`config.mk`:
```
export PLATFORM = sky130hd
export DESIGN_NAME = tmr_shift_reg_scrub_flat
export DESIGN_NICKNAME = d
export VERILOG_FILES = /design/src/rtl/tmr_shift_reg_scrub_if.sv /design/src/rtl/tmr_shift_reg_scrub.sv /design/src/flat_wrapper.sv
export SDC_FILE = /design/constraint.sdc
export NUM_CORES = 1
export LEC_CHECK = 0
export ABC_AREA = 1
export CORE_MARGIN = 4
export CORE_UTILIZATION = 60
export DETAILED_ROUTE_END_ITERATION = 12
export GPL_TIMING_DRIVEN = 0
export PLACE_DENSITY_LB_ADDON = 0.1
export SYNTH_ARGS = -nofsm -noshare
export SYNTH_HDL_FRONTEND = slang
export SYNTH_SLANG_ARGS = --single-unit
```
`constraint.sdc`:
```
create_clock -name clk -period 4.05 [get_ports clk]
set_clock_uncertainty 0.1 [all_clocks]
set_input_delay 1.215 -clock clk [delete_from_list [all_inputs] [get_ports clk]]
set_output_delay 1.215 -clock clk [all_outputs]
set_load 0.02 [all_outputs]
```
`src/rtl/tmr_shift_reg_scrub_if.sv`:
```
// rtl/tmr_shift_reg_scrub_if.sv - Control, data and status bundle for the TMR scrubbing shift register
//
// Purpose: groups every non-clock/reset signal of tmr_shift_reg_scrub.
// The master modport drives the controls and reads the status. The slave modport is the register side.
// Signals:
//   enable, load, mode[2:0]   update enable, parallel-load select, shift mode
//   serial_in, parallel_in    shift/load data
//   clr_status                pulse clearing health, counters and sticky flag
//   inj_valid/inj_sel/mask    fault injection: XOR mask onto replica inj_sel
//   parallel_out, serial_out  voted data
//   health, err_cnt           per-replica status {r2,r1,r0}
//   uncorrectable             sticky duplex disagreement flag
//   scrub_active              scrub tick applied at the end of this cycle
interface tmr_shift_reg_scrub_if #(
  parameter int WIDTH     = 8,
  parameter int ERR_CNT_W = 4
);
  logic                   enable;
  logic                   load;
  logic [2:0]             mode;
  logic                   serial_in;
  logic [WIDTH-1:0]       parallel_in;
  logic                   clr_status;
  logic                   inj_valid;
  logic [1:0]             inj_sel;
  logic [WIDTH-1:0]       inj_mask;
  logic [WIDTH-1:0]       parallel_out;
  logic                   serial_out;
  logic [5:0]             health;
  logic [3*ERR_CNT_W-1:0] err_cnt;
  logic                   uncorrectable;
  logic                   scrub_active;

  modport master (
    output enable, load, mode, serial_in, parallel_in, clr_status,
           inj_valid, inj_sel, inj_mask,
    input  parallel_out, serial_out, health, err_cnt, uncorrectable, scrub_active
  );

  modport slave (
    input  enable, load, mode, serial_in, parallel_in, clr_status,
           inj_valid, inj_sel, inj_mask,
    output parallel_out, serial_out, health, err_cnt, uncorrectable, scrub_active
  );
endinterface

```
`src/rtl/tmr_shift_reg_scrub.sv`:
```
// rtl/tmr_shift_reg_scrub.sv - Triple-redundant universal shift register with voting, health tracking and idle scrubbing
//
// Purpose: three replicas of a universal shift register (SISO-R/L, PISO, PIPO, ROT-R/L, hold).
// A combinational voter produces the output.
// Replicas that disagree with a full triple vote are corrected on every update event and counted.
// Replicas that repeatedly disagree are excluded as FAILED, so voting degrades to duplex and then simplex.
// While enable stays low, a periodic scrub tick corrects the replicas.
// Ports:
//   clk  rising-edge clock
//   rst  asynchronous active-low reset
//   bus  tmr_shift_reg_scrub_if.slave (controls in, voted data and status out)
module tmr_shift_reg_scrub #(
  parameter int WIDTH        = 8,
  parameter int ERR_CNT_W    = 4,
  parameter int FAIL_THRESH  = 3,
  parameter int SCRUB_PERIOD = 16
) (
  input  logic                  clk,
  input  logic                  rst,
  tmr_shift_reg_scrub_if.slave  bus
);
  localparam int CON_W = $clog2(FAIL_THRESH + 1);
  localparam int SCR_W = $clog2(SCRUB_PERIOD);
  localparam logic [CON_W-1:0] CON_MAX = CON_W'(FAIL_THRESH);

  typedef enum logic [1:0] {
    HEALTHY = 2'b00,
    SUSPECT = 2'b01,
    FAILED  = 2'b10
  } health_t;

  logic [WIDTH-1:0]     r_rep    [3];
  health_t              r_health [3];
  logic [CON_W-1:0]     r_consec [3];
  logic [ERR_CNT_W-1:0] r_err    [3];
  logic                 r_uncorr;
  logic [SCR_W-1:0]     r_scrub_cnt;

  logic [2:0]       w_ok;
  logic [1:0]       w_num_ok;
  logic [1:0]       w_sel;
  logic [WIDTH-1:0] w_vote;
  logic [2:0]       w_sbit;
  logic             w_sout;
  logic [2:0]       w_mism;
  logic [2:0]       w_want_fail;
  logic [2:0]       w_do_fail;
  logic             w_dup_diff;
  logic             w_tick;
  logic             w_upd;
  logic [WIDTH-1:0] w_base   [3];
  logic [WIDTH-1:0] w_next   [3];

  function automatic logic [WIDTH-1:0] shift_next(
    input logic [2:0]       m,
    input logic             ld,
    input logic             sin,
    input logic [WIDTH-1:0] pin,
    input logic [WIDTH-1:0] b
  );
    logic [WIDTH-1:0] r;
    case (m)
      3'd0:    r = {sin, b[WIDTH-1:1]};
      3'd1:    r = {b[WIDTH-2:0], sin};
      3'd2:    r = ld ? pin : {1'b0, b[WIDTH-1:1]};
      3'd3:    r = ld ? pin : b;
      3'd4:    r = {b[0], b[WIDTH-1:1]};
      3'd5:    r = {b[WIDTH-2:0], b[WIDTH-1]};
      default: r = b;
    endcase
    return r;
  endfunction

  always_comb begin
    for (int i = 0; i < 3; i++) begin
      w_ok[i] = (r_health[i] != FAILED);
    end
    w_num_ok = {1'b0, w_ok[0]} + {1'b0, w_ok[1]} + {1'b0, w_ok[2]};
    // Lowest-index live replica drives the output in duplex/simplex.
    w_sel = w_ok[0] ? 2'd0 : (w_ok[1] ? 2'd1 : 2'd2);

    for (int i = 0; i < 3; i++) begin
      w_sbit[i] = (bus.mode == 3'd0 || bus.mode == 3'd2 || bus.mode == 3'd4)
                  ? r_rep[i][0] : r_rep[i][WIDTH-1];
    end

    if (w_num_ok == 2'd3) begin
      w_vote = (r_rep[0] & r_rep[1]) | (r_rep[0] & r_rep[2]) | (r_rep[1] & r_rep[2]);
      w_sout = (w_sbit[0] & w_sbit[1]) | (w_sbit[0] & w_sbit[2]) | (w_sbit[1] & w_sbit[2]);
    end else begin
      w_vote = r_rep[w_sel];
      w_sout = w_sbit[w_sel];
    end

    w_dup_diff = (w_ok == 3'b011 && r_rep[0] != r_rep[1]) ||
                 (w_ok == 3'b101 && r_rep[0] != r_rep[2]) ||
                 (w_ok == 3'b110 && r_rep[1] != r_rep[2]);

    w_tick = !bus.enable && (r_scrub_cnt == SCR_W'(SCRUB_PERIOD - 1));
    w_upd  = bus.enable || w_tick;

    for (int i = 0; i < 3; i++) begin
      // Blame is only assigned when a true majority exists.
      w_mism[i]      = (w_num_ok == 2'd3) && (r_rep[i] != w_vote);
      w_want_fail[i] = w_mism[i] && (r_consec[i] >= CON_W'(FAIL_THRESH - 1));
      w_base[i]      = w_mism[i] ? w_vote : r_rep[i];
      if (bus.enable) begin
        w_next[i] = shift_next(bus.mode, bus.load, bus.serial_in, bus.parallel_in, w_base[i]);
      end else if (w_tick) begin
        w_next[i] = w_base[i];
      end else begin
        w_next[i] = r_rep[i];
      end
      if (bus.inj_valid && bus.inj_sel == i[1:0]) begin
        w_next[i] = w_next[i] ^ bus.inj_mask;
      end
    end
    // If all three would fail together, replica 0 survives as the last voter.
    w_do_fail = (&w_want_fail) ? (w_want_fail & 3'b110) : w_want_fail;
  end

  always_ff @(posedge clk or negedge rst) begin
    if (!rst) begin
      for (int i = 0; i < 3; i++) begin
        r_rep[i]    <= '0;
        r_health[i] <= HEALTHY;
        r_consec[i] <= '0;
        r_err[i]    <= '0;
      end
      r_uncorr    <= 1'b0;
      r_scrub_cnt <= '0;
    end else begin
      for (int i = 0; i < 3; i++) begin
        r_rep[i] <= w_next[i];
        if (bus.clr_status) begin
          r_health[i] <= HEALTHY;
          r_consec[i] <= '0;
          r_err[i]    <= '0;
        end else if (w_upd && w_num_ok == 2'd3) begin
          if (w_mism[i]) begin
            if (r_err[i] != '1) r_err[i] <= r_err[i] + 1'b1;
            if (r_consec[i] != CON_MAX) r_consec[i] <= r_consec[i] + 1'b1;
            r_health[i] <= w_do_fail[i] ? FAILED : SUSPECT;
          end else begin
            r_health[i] <= HEALTHY;
            r_consec[i] <= '0;
          end
        end
      end

      if (bus.clr_status) begin
        r_uncorr <= 1'b0;
      end else if (w_dup_diff) begin
        r_uncorr <= 1'b1;
      end

      if (w_upd) begin
        r_scrub_cnt <= '0;
      end else begin
        r_scrub_cnt <= r_scrub_cnt + 1'b1;
      end
    end
  end

  assign bus.parallel_out  = w_vote;
  assign bus.serial_out    = w_sout;
  assign bus.health        = {r_health[2], r_health[1], r_health[0]};
  assign bus.err_cnt       = {r_err[2], r_err[1], r_err[0]};
  assign bus.uncorrectable = r_uncorr;
  assign bus.scrub_active  = w_tick;
endmodule

```
`src/flat_wrapper.sv`:
```
// flat-port wrapper written by rule: the top's interface ports become plain ports
module tmr_shift_reg_scrub_flat 
#(
  parameter int WIDTH        = 8,
  parameter int ERR_CNT_W    = 4,
  parameter int FAIL_THRESH  = 3,
  parameter int SCRUB_PERIOD = 16
)
  (clk, rst, bus_enable, bus_load, bus_mode, bus_serial_in, bus_parallel_in, bus_clr_status, bus_inj_valid, bus_inj_sel, bus_inj_mask, bus_parallel_out, bus_serial_out, bus_health, bus_err_cnt, bus_uncorrectable, bus_scrub_active);
  tmr_shift_reg_scrub_if #(.WIDTH(WIDTH), .ERR_CNT_W(ERR_CNT_W)) bus_i ();
  input  logic clk;
  input  logic rst;
  input wire logic [$bits(bus_i.enable)-1:0] bus_enable;
  input wire logic [$bits(bus_i.load)-1:0] bus_load;
  input wire logic [$bits(bus_i.mode)-1:0] bus_mode;
  input wire logic [$bits(bus_i.serial_in)-1:0] bus_serial_in;
  input wire logic [$bits(bus_i.parallel_in)-1:0] bus_parallel_in;
  input wire logic [$bits(bus_i.clr_status)-1:0] bus_clr_status;
  input wire logic [$bits(bus_i.inj_valid)-1:0] bus_inj_valid;
  input wire logic [$bits(bus_i.inj_sel)-1:0] bus_inj_sel;
  input wire logic [$bits(bus_i.inj_mask)-1:0] bus_inj_mask;
  output wire logic [$bits(bus_i.parallel_out)-1:0] bus_parallel_out;
  output wire logic [$bits(bus_i.serial_out)-1:0] bus_serial_out;
  output wire logic [$bits(bus_i.health)-1:0] bus_health;
  output wire logic [$bits(bus_i.err_cnt)-1:0] bus_err_cnt;
  output wire logic [$bits(bus_i.uncorrectable)-1:0] bus_uncorrectable;
  output wire logic [$bits(bus_i.scrub_active)-1:0] bus_scrub_active;
  assign bus_i.enable = bus_enable;
  assign bus_i.load = bus_load;
  assign bus_i.mode = bus_mode;
  assign bus_i.serial_in = bus_serial_in;
  assign bus_i.parallel_in = bus_parallel_in;
  assign bus_i.clr_status = bus_clr_status;
  assign bus_i.inj_valid = bus_inj_valid;
  assign bus_i.inj_sel = bus_inj_sel;
  assign bus_i.inj_mask = bus_inj_mask;
  assign bus_parallel_out = bus_i.parallel_out;
  assign bus_serial_out = bus_i.serial_out;
  assign bus_health = bus_i.health;
  assign bus_err_cnt = bus_i.err_cnt;
  assign bus_uncorrectable = bus_i.uncorrectable;
  assign bus_scrub_active = bus_i.scrub_active;
  tmr_shift_reg_scrub #(.WIDTH(WIDTH), .ERR_CNT_W(ERR_CNT_W), .FAIL_THRESH(FAIL_THRESH), .SCRUB_PERIOD(SCRUB_PERIOD)) u_core (.clk(clk), .rst(rst), .bus(bus_i));
endmodule
```
**Word level (Yosys, flattened, before mapping)**

Cells that the tools add are included.

- Flip-flop bits (word level): 53
- Input port bits: 28
- Output and inout port bits: 29
- Logic and storage cells: 182

- Add/sub/neg operators: 9
- Magnitude comparators: 5
- Equal/unequal tests: 30
- Muxes and demuxes: 73
- Bitwise logic cells: 14
- Reduce and logical (&&, ||, !) cells: 37

Operator list:

| cell | number |
|---|---|
| two-way mux 8 bit | 21 |
| case mux 8 bit (6 select lines) | 3 |
| two-way mux 2 bit | 26 |
| two-way mux 4 bit | 13 |
| != test 8 bit | 6 |
| bitwise AND 8 bit | 3 |
| bitwise XOR 8 bit | 3 |
| adder 4 x 1 -> 4 bit, second input constant | 4 |
| binary-select mux 8 bit (select 2 bit) | 1 |
| bitwise OR 8 bit | 2 |
| nonzero test 2 bit | 8 |
| logical AND 1 bit | 14 |
| equality test 3 bit, second input constant | 4 |
| != test 2 bit, second input constant | 6 |
| != test 4 bit, second input constant | 3 |
| AND reduction 3 bit | 4 |
| equality test 3 x 2 -> 1 bit, second input constant | 3 |
| != test 3 bit, second input constant | 3 |
| two-way mux 1 bit | 8 |
| adder 2 x 1 -> 2 bit, second input constant | 3 |
| >= comparator 2 bit, second input constant | 3 |
| AND reduction 2 bit | 3 |
| logical OR 1 bit | 5 |
| equality test 2 bit, second input constant | 2 |
| 14 further kinds | 17 |

**Longest topological paths before layout**

Gate-level depths: netlist (run 1).

- Depth in word-level cells: 17
- Depth in mapped cells: 25
- Gate-level depth less buffers: 24

**Least setup slack after synthesis (run 1)**

No wires, ideal clock.

- Kind: input to output
- Start point: input bus_mode[0]
- End point: output bus_serial_out
- Arrival: 2.089 ns
- Data required time: 2.735 ns
- Slack: 0.646 ns
- Stages: 7
- Path buffers: 0
- Path through: inv_1 -> nand2_1 -> o21ai_0 -> nand2_1 -> a21oi_1 -> o21ai_0 -> nand2_1

- Longest elaborated chain between the ends: 8
- Elaborated cells between the ends (all ways): 16
- Classes of those cells: eq/ne (2); mux (6); bitwise (5); reduce/logical (3)

Ends and longest elaborated chain:

| element | RTL line | text |
|---|---|---|
| start: declaration | flat_wrapper.sv:15 | `input wire logic [$bits(bus_i.mode)-1:0] bus_mode;` |
| equality test 3 x 2 -> 1 bit or logical NOT 3 bit (tied branches) | tmr_shift_reg_scrub.sv:83 | `w_sbit[i] = (bus.mode == 3'd0 \|\| bus.mode == 3'd2 \|\| bus.mode == 3'd4)` |
| logical OR 1 bit | tmr_shift_reg_scrub.sv:83 |  |
| logical OR 1 bit * | tmr_shift_reg_scrub.sv:83 |  |
| two-way mux 1 bit | tmr_shift_reg_scrub.sv:84 | `? r_rep[i][0] : r_rep[i][WIDTH-1];` |
| bitwise AND 1 bit | tmr_shift_reg_scrub.sv:89 | `w_sout = (w_sbit[0] & w_sbit[1]) \| (w_sbit[0] & w_sbit[2]) \| (w_sbit[1] & w_sbit[2]);` |
| bitwise OR 1 bit (2 in a row) | tmr_shift_reg_scrub.sv:89 |  |
| two-way mux 1 bit * | tmr_shift_reg_scrub.sv:87 | `if (w_num_ok == 2'd3) begin` |
| end: declaration | flat_wrapper.sv:23 | `output wire logic [$bits(bus_i.serial_out)-1:0] bus_serial_out;` |

Mark *: on every way between the ends. The rest lies on a longest branch, timed or not. The select of a mux whose other input is x is not followed.

**Worst setup path in the final report (run 1)**

- Start point: input bus_mode[2]
- End point: output bus_serial_out

Same word-level chain as after synthesis.

==> out/metrics.yaml, run 1 <==
synthAdderAreaFrac_pct: 6.954
endpoint_kind: "output pin"
fin_crit_ns: 3.930
tritoncts: "yes"
grt_pass1_wl_um: 32460
criticalPathCategory: "input pin to output pin"
status: "finished, final reports clean"
fmax_ghz: 0.2545
p_total_w: 0.006220
synth-seq-cells: 53
numPortBuffers: 55
layout_common_cells: "nand2_1, nand3_1, inv_1"
clk_pin_slew_worst_paths_ns: 0.11
fin_ws_ns: 0.1203
route.vias.total: 7126
clkLatencyLatePin_ns: 0.34
place_congestion: 1.037
hpwl_um: 16280
synth_warnings: 0
antenna_left: 0
layout_commonest_cell: "nand2_1"
num_io_pins: 57
synthXorXnorAreaFrac_pct: 2.004
p_sw_w: 0.003714
max-vdd-ir-drop_mv: 0.5958
maxCapViolCount: 0
switching_share_pct: 59.71
syn_nets: 1071
r2r-end: "u_core.r_rep[0]"
grt_use_total_pct: 35.83
setup_violations: 0
crit_arrival_ns: 2.61
reg2reg_depth: 20
intPower_w: 0.002506
synth_cells: 1009
cp_max_fo: 6
yosysUniqueCellTypes: 49
grt_pass1_vias: 6338
reg2reg_slack_ns: 0.67
hold_violations: 0
post-route-util_pct: 70.80
htree_levels: 2
p_leak_nw: 3.565
r2r_start: "u_core.bus.health[2]"
cp_data_required_time_ns: 2.73
drc_errors: 0
crit_top_cell: "nand2_1"
routedWlPerCell_um: 17.22
numClockSinks: 53
area_growth_pct: 14.17
synth_compound_area_share_pct: 9.409
core_area_sq_mm: 0.009864
gr-total-overflow: 0
yosys.area_share.simple_pct: 47.06
hold_end: "u_core.r_scrub_cnt[0]"
crit_family: "buffers and inverters"
clk_path_buf_depth: 2
finalSetupTns_ns: 0
cts_hold_buf: 0
p_clk_share_pct: 5.6
cpPeakStageDelay_ns: 0.50
crit_buf_inv: 2
power.density_mw_per_mm2: 890.6
die_y_um: 109.0
dieArea_sq_mm: 0.01187
worst_pin_slew_ns: 0.8736
floorplan.initialDensity_pct: 62.01
hold_depth: 1
comb_power_share_pct: 78.7
final_layout_size_suffix_gt1_share_pct: 8.651
slew_violations: 0
worstHoldPathType: "flip-flop to flip-flop"
viasPerCell: 5.899
crit_path_top_delay_cell: "clkdlybuf4s50_1"
synth_top_family_by_area: "simple AND/OR/NAND/NOR gates"
drt_iter0_markers: 877
slew_headroom_pct: 41.31
drtPass1Iterations: 6
cts_root_buf: "clkbuf_8"
syn_area_sq_mm: 0.006117
syn_area_per_cell_sq_um: 6.063
pre_cts_ws_ns: -0.5265
routed_wl_um: 20800
hp-start: "u_core.r_scrub_cnt[0]"
row_count: 36
start_kind: "input pin"
grt_max_degree: 36
synth_seq_area_share_pct: 21.68
antenna_found_initial: 0
seqPwrFrac_pct: 15.7
fin_nets: 1136
rsz0062_at_grt: "no"
numCtsBuffers: 5
period_share_pct: 97.03
fillers: 884
path_cells: "clkdlybuf4s50_1, nand2_2, nand2_4, nand2_1, o21ai_2, nand2_1, a21oi_1, o21ai_0, nand2_1, buf_2"
antennaDiodeCount: 0
synthMuxAreaShare_pct: 0.6545
die_w_um: 109.0
## layer usage
layer	global-route usage, %	part of all wire, %	up-vias
met2	53.60	42	468
met1	49.33	41	3179
met3	9.710	13	65
li1	-	-	3414
met4	13.44	4.1	0
met5	0	0	-
## sequential cells by signal, indices dropped and copies added (netlist names)
register                  cells
u_core.r_consec               6
u_core.bus.health             6
u_core.r_scrub_cnt            4
u_core.bus.uncorrectable      1
u_core.r_rep                 24
u_core.bus.err_cnt           12
## power by group through the flow
stage	clock network, W	logic (W)	registers [W]
floorplan	0	0.00325	0.000976
global placement	0	0.00466	0.000972
detailed placement	0	0.00469	0.000978
CTS	0.000355	0.00473	0.000969
global route	0.000368	0.00529	0.00100
finish	0.000347	0.00490	0.000977
## what timing repair did
action                     in CTS  in global routing
setup endpoints to repair       2                  2
gates resized for setup         8                  7
buffers inserted                0                  2
pin swaps                       0                  2
## final cells by class
cell class | count | area, sq um | area share [%]
plain buffers | 39 | 196.4 | 2.813
flip-flops and latches | 53 | 1326 | 18.99
inverters | 147 | 551.8 | 7.900
clock inverters | 3 | 28.78 | 0.4120
well taps | 133 | 166.4 | 2.383
multi-input cells | 770 | 4068 | 58.24
clock buffers | 5 | 68.82 | 0.9853
repair buffers | 58 | 578.1 | 8.277
## per-stage QoR
stage	area, sq um	cells	hold WS (ns)
after global routing	6984	1208	0.3873
final	6984	1208	0.3724
after floorplan	6117	1009	0.3331
after detailed placement	6849	1198	0.3607
after global placement	6834	1197	0.3568
after CTS	6958	1206	0.3766
## synthesized netlist by cell type, drive strengths merged
library cell | count | area [sq um]
a21oi | 22 | 110.1
a211oi | 1 | 7.510
o21ai | 32 | 163.9
buf | 21 | 128.9
a2111oi | 1 | 8.760
o21bai | 3 | 26.27
o31ai | 2 | 15.01
o22ai | 20 | 125.1
a22oi | 4 | 30.03
nand3 | 161 | 818.3
inv | 145 | 544.3
o2111ai | 1 | 8.760
nor2 | 83 | 326.6
nor3 | 21 | 132.6
o41ai | 4 | 35.03
o21a | 1 | 7.510
a31oi | 2 | 12.51
nor4 | 6 | 37.54
nand4 | 17 | 106.4
mux2i | 4 | 40.04
or2 | 16 | 112.6
nor3b | 3 | 22.52
a221oi | 1 | 8.760
clkbuf | 18 | 67.56
o32ai | 1 | 8.760
xnor2 | 1 | 8.760
nand2 | 311 | 1293
dfrtp | 53 | 1326
o211ai | 1 | 7.510
xor2 | 13 | 113.9
ha | 34 | 425.4
nand3b | 4 | 30.03
clkinv | 2 | 7.510
## kinds of logic (layout without fill, tap and decap cells)
kind of cell               Yosys count  after routing
AOI/OAI and AO/OA                   96             96
xor gates and xnor gates            14             14
DFF                                 53             53
adders and majority gates           34             34
and+or+nand+nor                    622            622
buffers and inverters              186            252
muxes                                4              4
## worst max-delay path by stage
stage	start	end	slack (ns)	cells past startpoint
floorplan	bus_mode[0]	bus_serial_out	0.65	7
global placement	bus_mode[1]	bus_serial_out	-0.52	9
detailed placement	bus_mode[1]	bus_serial_out	-0.53	9
CTS	bus_mode[1]	bus_serial_out	-0.09	10
global route	bus_mode[2]	bus_serial_out	0.05	10
finish	bus_mode[2]	bus_serial_out	0.12	10
Note: power is estimated with default switching activity, not from simulation.
==> run 2: changes to the inputs <==
Settings changed: DONT_BUFFER_PORTS from default to 1, GPL_TIMING_DRIVEN 0 to default, RECOVER_POWER from default to 50.
==> run 2 against run 1 <==
Flip-flop and latch count stayed put. Fmax is 6.0% higher. Combinational power down 10%. Setup slack improved by 0.22 ns. Critical path type is now flip-flop to flip-flop. Non-clock buffer count down 82. Global-route usage fell by 0.54 points. Sequential power grew 9.5%. Via count is 5.1% lower. Cell count is 6.8% lower. Sequential share of layout area grew 2.0 points.
==> out/metrics.yaml, run 2 (synthesis gave the netlist of run 1 again) <==
start_kind: "flip-flop"
cts_root_buf: "clkbuf_8"
layout_common_cells: "nand2_1, nand3_1, inv_1"
hpwl_um: 15420  # -5.3%
crit_start: "u_core.bus.health[0]"
clk_path_buf_depth: 2  # unchanged
layout_commonest_cell: "nand2_1"
max-vdd-ir-drop_mv: 0.4290  # -28%
grt_pass1_wl_um: 32350  # -0.36%
multiInputGateArea_sq_mm: 0.004043  # -0.62%
drtPass1Iterations: 5  # -1
routedWlPerCell_um: 18.25  # +6.0%
path_cells: "inv_1, nand2_2, buf_4, nor2_1, nand2_1, nand4_1, nand2_2, buf_4, nand2_1, nand3_1, nor2_2, nand2_2, nand2_4, nand2_1, nand2_1, nand2_1, nand3_1, nand2_1, o21bai_1, nand2_1, o21ai_0, nand2_1"
endpoint: "u_core.r_rep[5]"
antennaDiodeCount: 0  # unchanged
drc_errors: 0  # unchanged
fillers: 1001  # +13%
place_congestion: 1.068  # +3.0%
dp.cells: 1118  # -6.7%
area_growth_pct: 3.314
worst_pin_slew_ns: 1.213  # +0.3391 ns
regMostFlops: "u_core.r_rep"
die_w_um: 109.0  # unchanged
die_y_um: 109.0  # unchanged
cp_data_required_time_ns: 4.17  # +1.44 ns
grt_use_total_pct: 35.28  # -0.54 points
crit_path_top_delay_cell: "dfrtp_1"
p_leak_nw: 3.318  # -6.9%
viasPerCell: 6.006  # +1.8%
hold_violations: 0  # unchanged
core_area_sq_mm: 0.009864  # unchanged
r2r-end: "u_core.r_rep[5]"
antenna_left: 0  # unchanged
largest_reg_flops: 24  # unchanged
numPortBuffers: 0  # -100%
row_count: 36  # unchanged
status: "finished, final reports clean"
numCtsBuffers: 5  # unchanged
post_cts_buffers: 0  # unchanged
cp_max_fo: 14  # +8
final_cell_count_no_fill: 1126  # -6.8%
cts_hold_buf: 0  # unchanged
grt_pass1_vias: 6047  # -4.6%
crit_arrival_ns: 3.83  # +1.22 ns
reg2reg_slack_ns: 0.34  # -0.33 ns
dieArea_sq_mm: 0.01187  # unchanged
cts_resized: 0  # -8
gr-total-overflow: 0  # unchanged
setup_violations: 0  # unchanged
period_share_pct: 91.50  # -5.5 points
fin_nets: 1054  # -7.2%
endpoint_kind: "flip-flop"
seqCellArea_sq_mm: 0.001326  # unchanged
num_io_pins: 57  # unchanged
grt_max_degree: 54  # +50%
drt_iter0_markers: 790  # -9.9%
worstHoldPathType: "flip-flop to flip-flop"
slew_headroom_pct: 19.15  # -22 points
cpPeakStageDelay_ns: 0.49  # about the same
crit_cells: 22  # +12
power.density_mw_per_mm2: 935.3  # +5.0%
fmax_ghz: 0.2699  # +6.0%
r2r_start: "u_core.bus.health[0]"
maxCapViolCount: 0  # unchanged
route.vias.total: 6763  # -5.1%
clkLatencyLatePin_ns: 0.33  # about the same
finalSetupTns_ns: 0  # unchanged
htree_levels: 2  # unchanged
tritoncts: "yes"
crit_family: "simple AND/OR/NAND/NOR gates"
reg2reg_depth: 22  # +10%
clk_pin_slew_worst_paths_ns: 0.12  # about the same
floorplan.initialDensity_pct: 62.01  # unchanged
crit_top_cell: "nand2_1"
slew_violations: 0  # unchanged
criticalPathCategory: "flip-flop to flip-flop"
fin_crit_ns: 3.706  # -0.2241 ns
rsz0062_at_grt: "no"
numClockSinks: 53  # unchanged
final_layout_size_suffix_gt1_share_pct: 8.560  # -0.091 points
routed_wl_um: 20550  # -1.2%
antenna_found_initial: 0  # unchanged
crit_buf_inv: 3  # +1
-- run 2: changes by cell type in the layout (fill, tap and decap cells not counted), moves of 2 or more --
cell             previous run  this run
o21ai_0                    25        27
o21ai_2                     3         1
nand2_1                   275       277
clkdlybuf4s50_1            52         0
buf_1                      10         0
buf_6                       5         0
buf_2                       6         0
buf_4                       4        14
clkbuf_1                   18         1
-- run 2: worst min path at each step --
stage / depth (start not counted) / endpoint / slack, ns / from
2_1_floorplan: 1 / u_core.r_scrub_cnt[0] / 0.33 / u_core.r_scrub_cnt[0]
3_3_place_gp: 1 / u_core.r_scrub_cnt[0] / 0.37 / u_core.r_scrub_cnt[0]
3_5_place_dp: 1 / u_core.r_scrub_cnt[0] / 0.37 / u_core.r_scrub_cnt[0]
4_1_cts: 1 / u_core.r_scrub_cnt[0] / 0.39 / u_core.r_scrub_cnt[0]
5_1_grt: 1 / u_core.r_scrub_cnt[0] / 0.43 / u_core.r_scrub_cnt[0]
6_report: 1 / u_core.r_scrub_cnt[0] / 0.38 / u_core.r_scrub_cnt[0]
-- run 2: stage by stage --
stage	instance area (sq um)	setup WS [ns]	power, W	util (%)	hold WS (ns)
floorplan	6117	0.6465	0.004225	-	0.3331
global placement	6200	0.4420	0.005311	62.85	0.3680
detailed placement	6200	0.4356	0.005322	62.85	0.3693
CTS	6324	0.4328	0.005757	64.10	0.3864
global route	6320	0.1116	0.006363	64.07	0.4282
finish	6320	0.3444	0.005911	64.07	0.3789
-- run 2: area by class of cell --
type | count | area share, %
timing repair buffer | 15 | 1.722
sequential | 53 | 20.99
inverter | 147 | 8.731
tap | 133 | 2.633
clock buffer | 6 | 1.307
multi-input combinational | 770 | 63.97
clock inverter | 2 | 0.6533
-- run 2: power by group --
group	internal (W)	switching (W)
Combinational	0.00136	0.00305
Clock	0.000206	0.000219
Sequential	0.000724	0.000348
-- run 2: routing by layer --
layer | GRT usage [%] | up-vias | part of all wire (%)
li1 | - | 3250 | -
met1 | 49.89 | 3022 | 41
met2 | 50.88 | 417 | 42
met3 | 7.519 | 74 | 12
met4 | 16.95 | 0 | 5.2
met5 | 0 | - | 0
==> run 3: changes to the inputs <==
Settings changed: CORE_ASPECT_RATIO from default to 0.8.
==> run 3 against run 2 <==
Combinational power about the same. Hold slack worse by 0.012 ns. Utilization up 0.69 points. Fmax up 2.9%. Clock power up 16%. Count of clock-buffer cells in the layout unchanged. Sequential power about the same. Via count down 2.3%. Non-clock buffer count down 2. First-iteration DRC count up 6.1%. Critical path depth down 1.
==> out/metrics.yaml, run 3 (synthesis gave the netlist of run 1 again) <==
antennaDiodeCount: 0  # unchanged
r2r_start: "u_core.bus.health[0]"
layout_common_cells: "nand2_1, nand3_1, inv_1"
numPortBuffers: 0  # unchanged
power.density_mw_per_mm2: 934.8  # about the same
tritoncts: "yes"
clk_pin_slew_worst_paths_ns: 0.07  # -0.05 ns
grt_use_total_pct: 33.22  # -2.1 points
hpwl_um: 14890  # -3.5%
core_area_sq_mm: 0.009809  # -0.56%
clkLatencyLatePin_ns: 0.30  # -0.03 ns
route.vias.total: 6605  # -2.3%
grt_pass1_wl_um: 31610  # -2.3%
path_cells: "inv_1, nand2_2, buf_4, nor2_1, nand2_1, nand4_1, nand2_2, nand2_1, nand3_1, nor2_2, nand2_2, nand2_4, nand2_1, nand2_1, nand2_1, nand3_1, nand2_1, o21bai_1, nand2_1, o21ai_0, nand2_1"
fin_nets: 1052  # -0.19%
fin_crit_ns: 3.602  # -0.1031 ns
drtPass1Iterations: 7  # +2
antenna_found_initial: 0  # unchanged
criticalPathCategory: "flip-flop to flip-flop"
r2r-end: "u_core.r_rep[5]"
cp_max_fo: 14  # unchanged
p_total_w: 0.005938  # +0.46%
reg2reg_slack_ns: 0.45  # +0.10 ns
worstHoldPathType: "flip-flop to flip-flop"
fmax_ghz: 0.2776  # +2.9%
numCtsBuffers: 5  # unchanged
gr-total-overflow: 0  # unchanged
area_growth_pct: 3.845
numClockSinks: 53  # unchanged
setup_violations: 0  # unchanged
slew_headroom_pct: 22.16  # +3.0 points
crit_path_top_delay_cell: "dfrtp_1"
crit_start: "u_core.bus.health[0]"
max-vdd-ir-drop_mv: 0.4502  # +5.0%
floorplan.initialDensity_pct: 62.36  # +0.35 points
endpoint: "u_core.r_rep[5]"
reg2reg_depth: 21  # -4.5%
cts_root_buf: "clkbuf_16"
hp-start: "u_core.r_scrub_cnt[0]"
worst_pin_slew_ns: 1.168  # -0.04513 ns
design_area_sq_mm: 0.006352  # +0.51%
drc_errors: 0  # unchanged
place_congestion: 0.9778  # -8.5%
htree_levels: 2  # unchanged
period_share_pct: 88.95  # -2.5 points
maxCapViolCount: 0  # unchanged
row_count: 32  # -11%
num_io_pins: 57  # unchanged
crit_arrival_ns: 3.69  # -0.14 ns
largest_reg_flops: 24  # unchanged
antenna_left: 0  # unchanged
cpPeakStageDelay_ns: 0.47  # -0.02 ns
slew_violations: 0  # unchanged
crit_top_cell: "nand2_1"
cts_resized: 0  # unchanged
routed_wl_um: 19610  # -4.6%
p_leak_nw: 3.326  # +0.25%
post-route-util_pct: 64.76  # +0.69 points
final_cell_count_no_fill: 1127  # +0.089%
finalSetupTns_ns: 0  # unchanged
die_y_um: 98.31  # -9.8%
grt_max_degree: 54  # unchanged
hold_violations: 0  # unchanged
rsz0062_at_grt: "no"
post_cts_buffers: 0  # unchanged
start_kind: "flip-flop"
cp_data_required_time_ns: 4.14  # -0.03 ns
layout_commonest_cell: "nand2_1"
endpoint_kind: "flip-flop"
regMostFlops: "u_core.r_rep"
dp.cells: 1119  # +0.089%
dieArea_sq_mm: 0.01188  # about the same
drt_iter0_markers: 838  # +6.1%
routedWlPerCell_um: 17.40  # -4.7%
clk_path_buf_depth: 2  # unchanged
viasPerCell: 5.861  # -2.4%
final_layout_size_suffix_gt1_share_pct: 8.274  # -0.29 points
post_dp_cell_area_sq_mm: 0.006188  # -0.18%
cts_hold_buf: 0  # unchanged
status: "finished, final reports clean"
die_w_um: 120.9  # +11%
grt_pass1_vias: 6106  # +0.98%
## run 3: through the flow
stage          worst slack [ns]  hold slack, ns
2_1_floorplan            0.6465          0.3331
3_3_place_gp             0.4866          0.3542
3_5_place_dp             0.4619          0.3499
4_1_cts                  0.4607          0.3688
5_1_grt                  0.1336          0.3927
6_report                 0.4475          0.3670
## run 3: how the worst min path moves through the flow
stage / endpoint / slack [ns] / depth (start not counted)
finish: u_core.r_scrub_cnt[0] / 0.37 / 1
global route: u_core.r_scrub_cnt[0] / 0.39 / 1
CTS: u_core.r_scrub_cnt[0] / 0.37 / 1
detailed placement: u_core.r_scrub_cnt[0] / 0.35 / 1
global placement: u_core.r_scrub_cnt[0] / 0.35 / 1
floorplan: u_core.r_scrub_cnt[0] / 0.33 / 1
## run 3: worst max-delay path: cells and delay by family (launching register included)
| kind | cells | cell delay (ns) |
|---|---|---|
| buffers and inverters | 2 | 0.34 |
| DFF | 1 | 0.47 |
| and+or+nand+nor | 17 | 2.32 |
| AOI/OAI and AO/OA | 2 | 0.26 |
## run 3: layout make-up
cell class | instances | area (sq um)
Multi-Input combinational cell | 770 | 4043
Fill cell | 984 | 3457
Sequential cell | 53 | 1326
Inverter | 147 | 551.8
Tap cell | 136 | 170.2
Clock buffer | 6 | 128.9
Timing Repair Buffer | 13 | 93.84
Clock inverter | 2 | 38.79
## run 3: routing by layer
metal	routed length [um]	vias to the layer above	GRT usage (%)
li1	-	3249	-
met5	0	-	0
met3	2475	36	9.438
met4	466	0	8.449
met1	8655	2945	48.86
met2	8010	375	47.78
## run 3: report_power, final
group | leakage, nW | internal (W) | switching, W | total (W)
registers | 0.685 | 0.000726 | 0.000322 | 0.00105
logic | 2.56 | 0.00136 | 0.00304 | 0.00440
clock network | 0.0810 | 0.000293 | 0.000200 | 0.000493
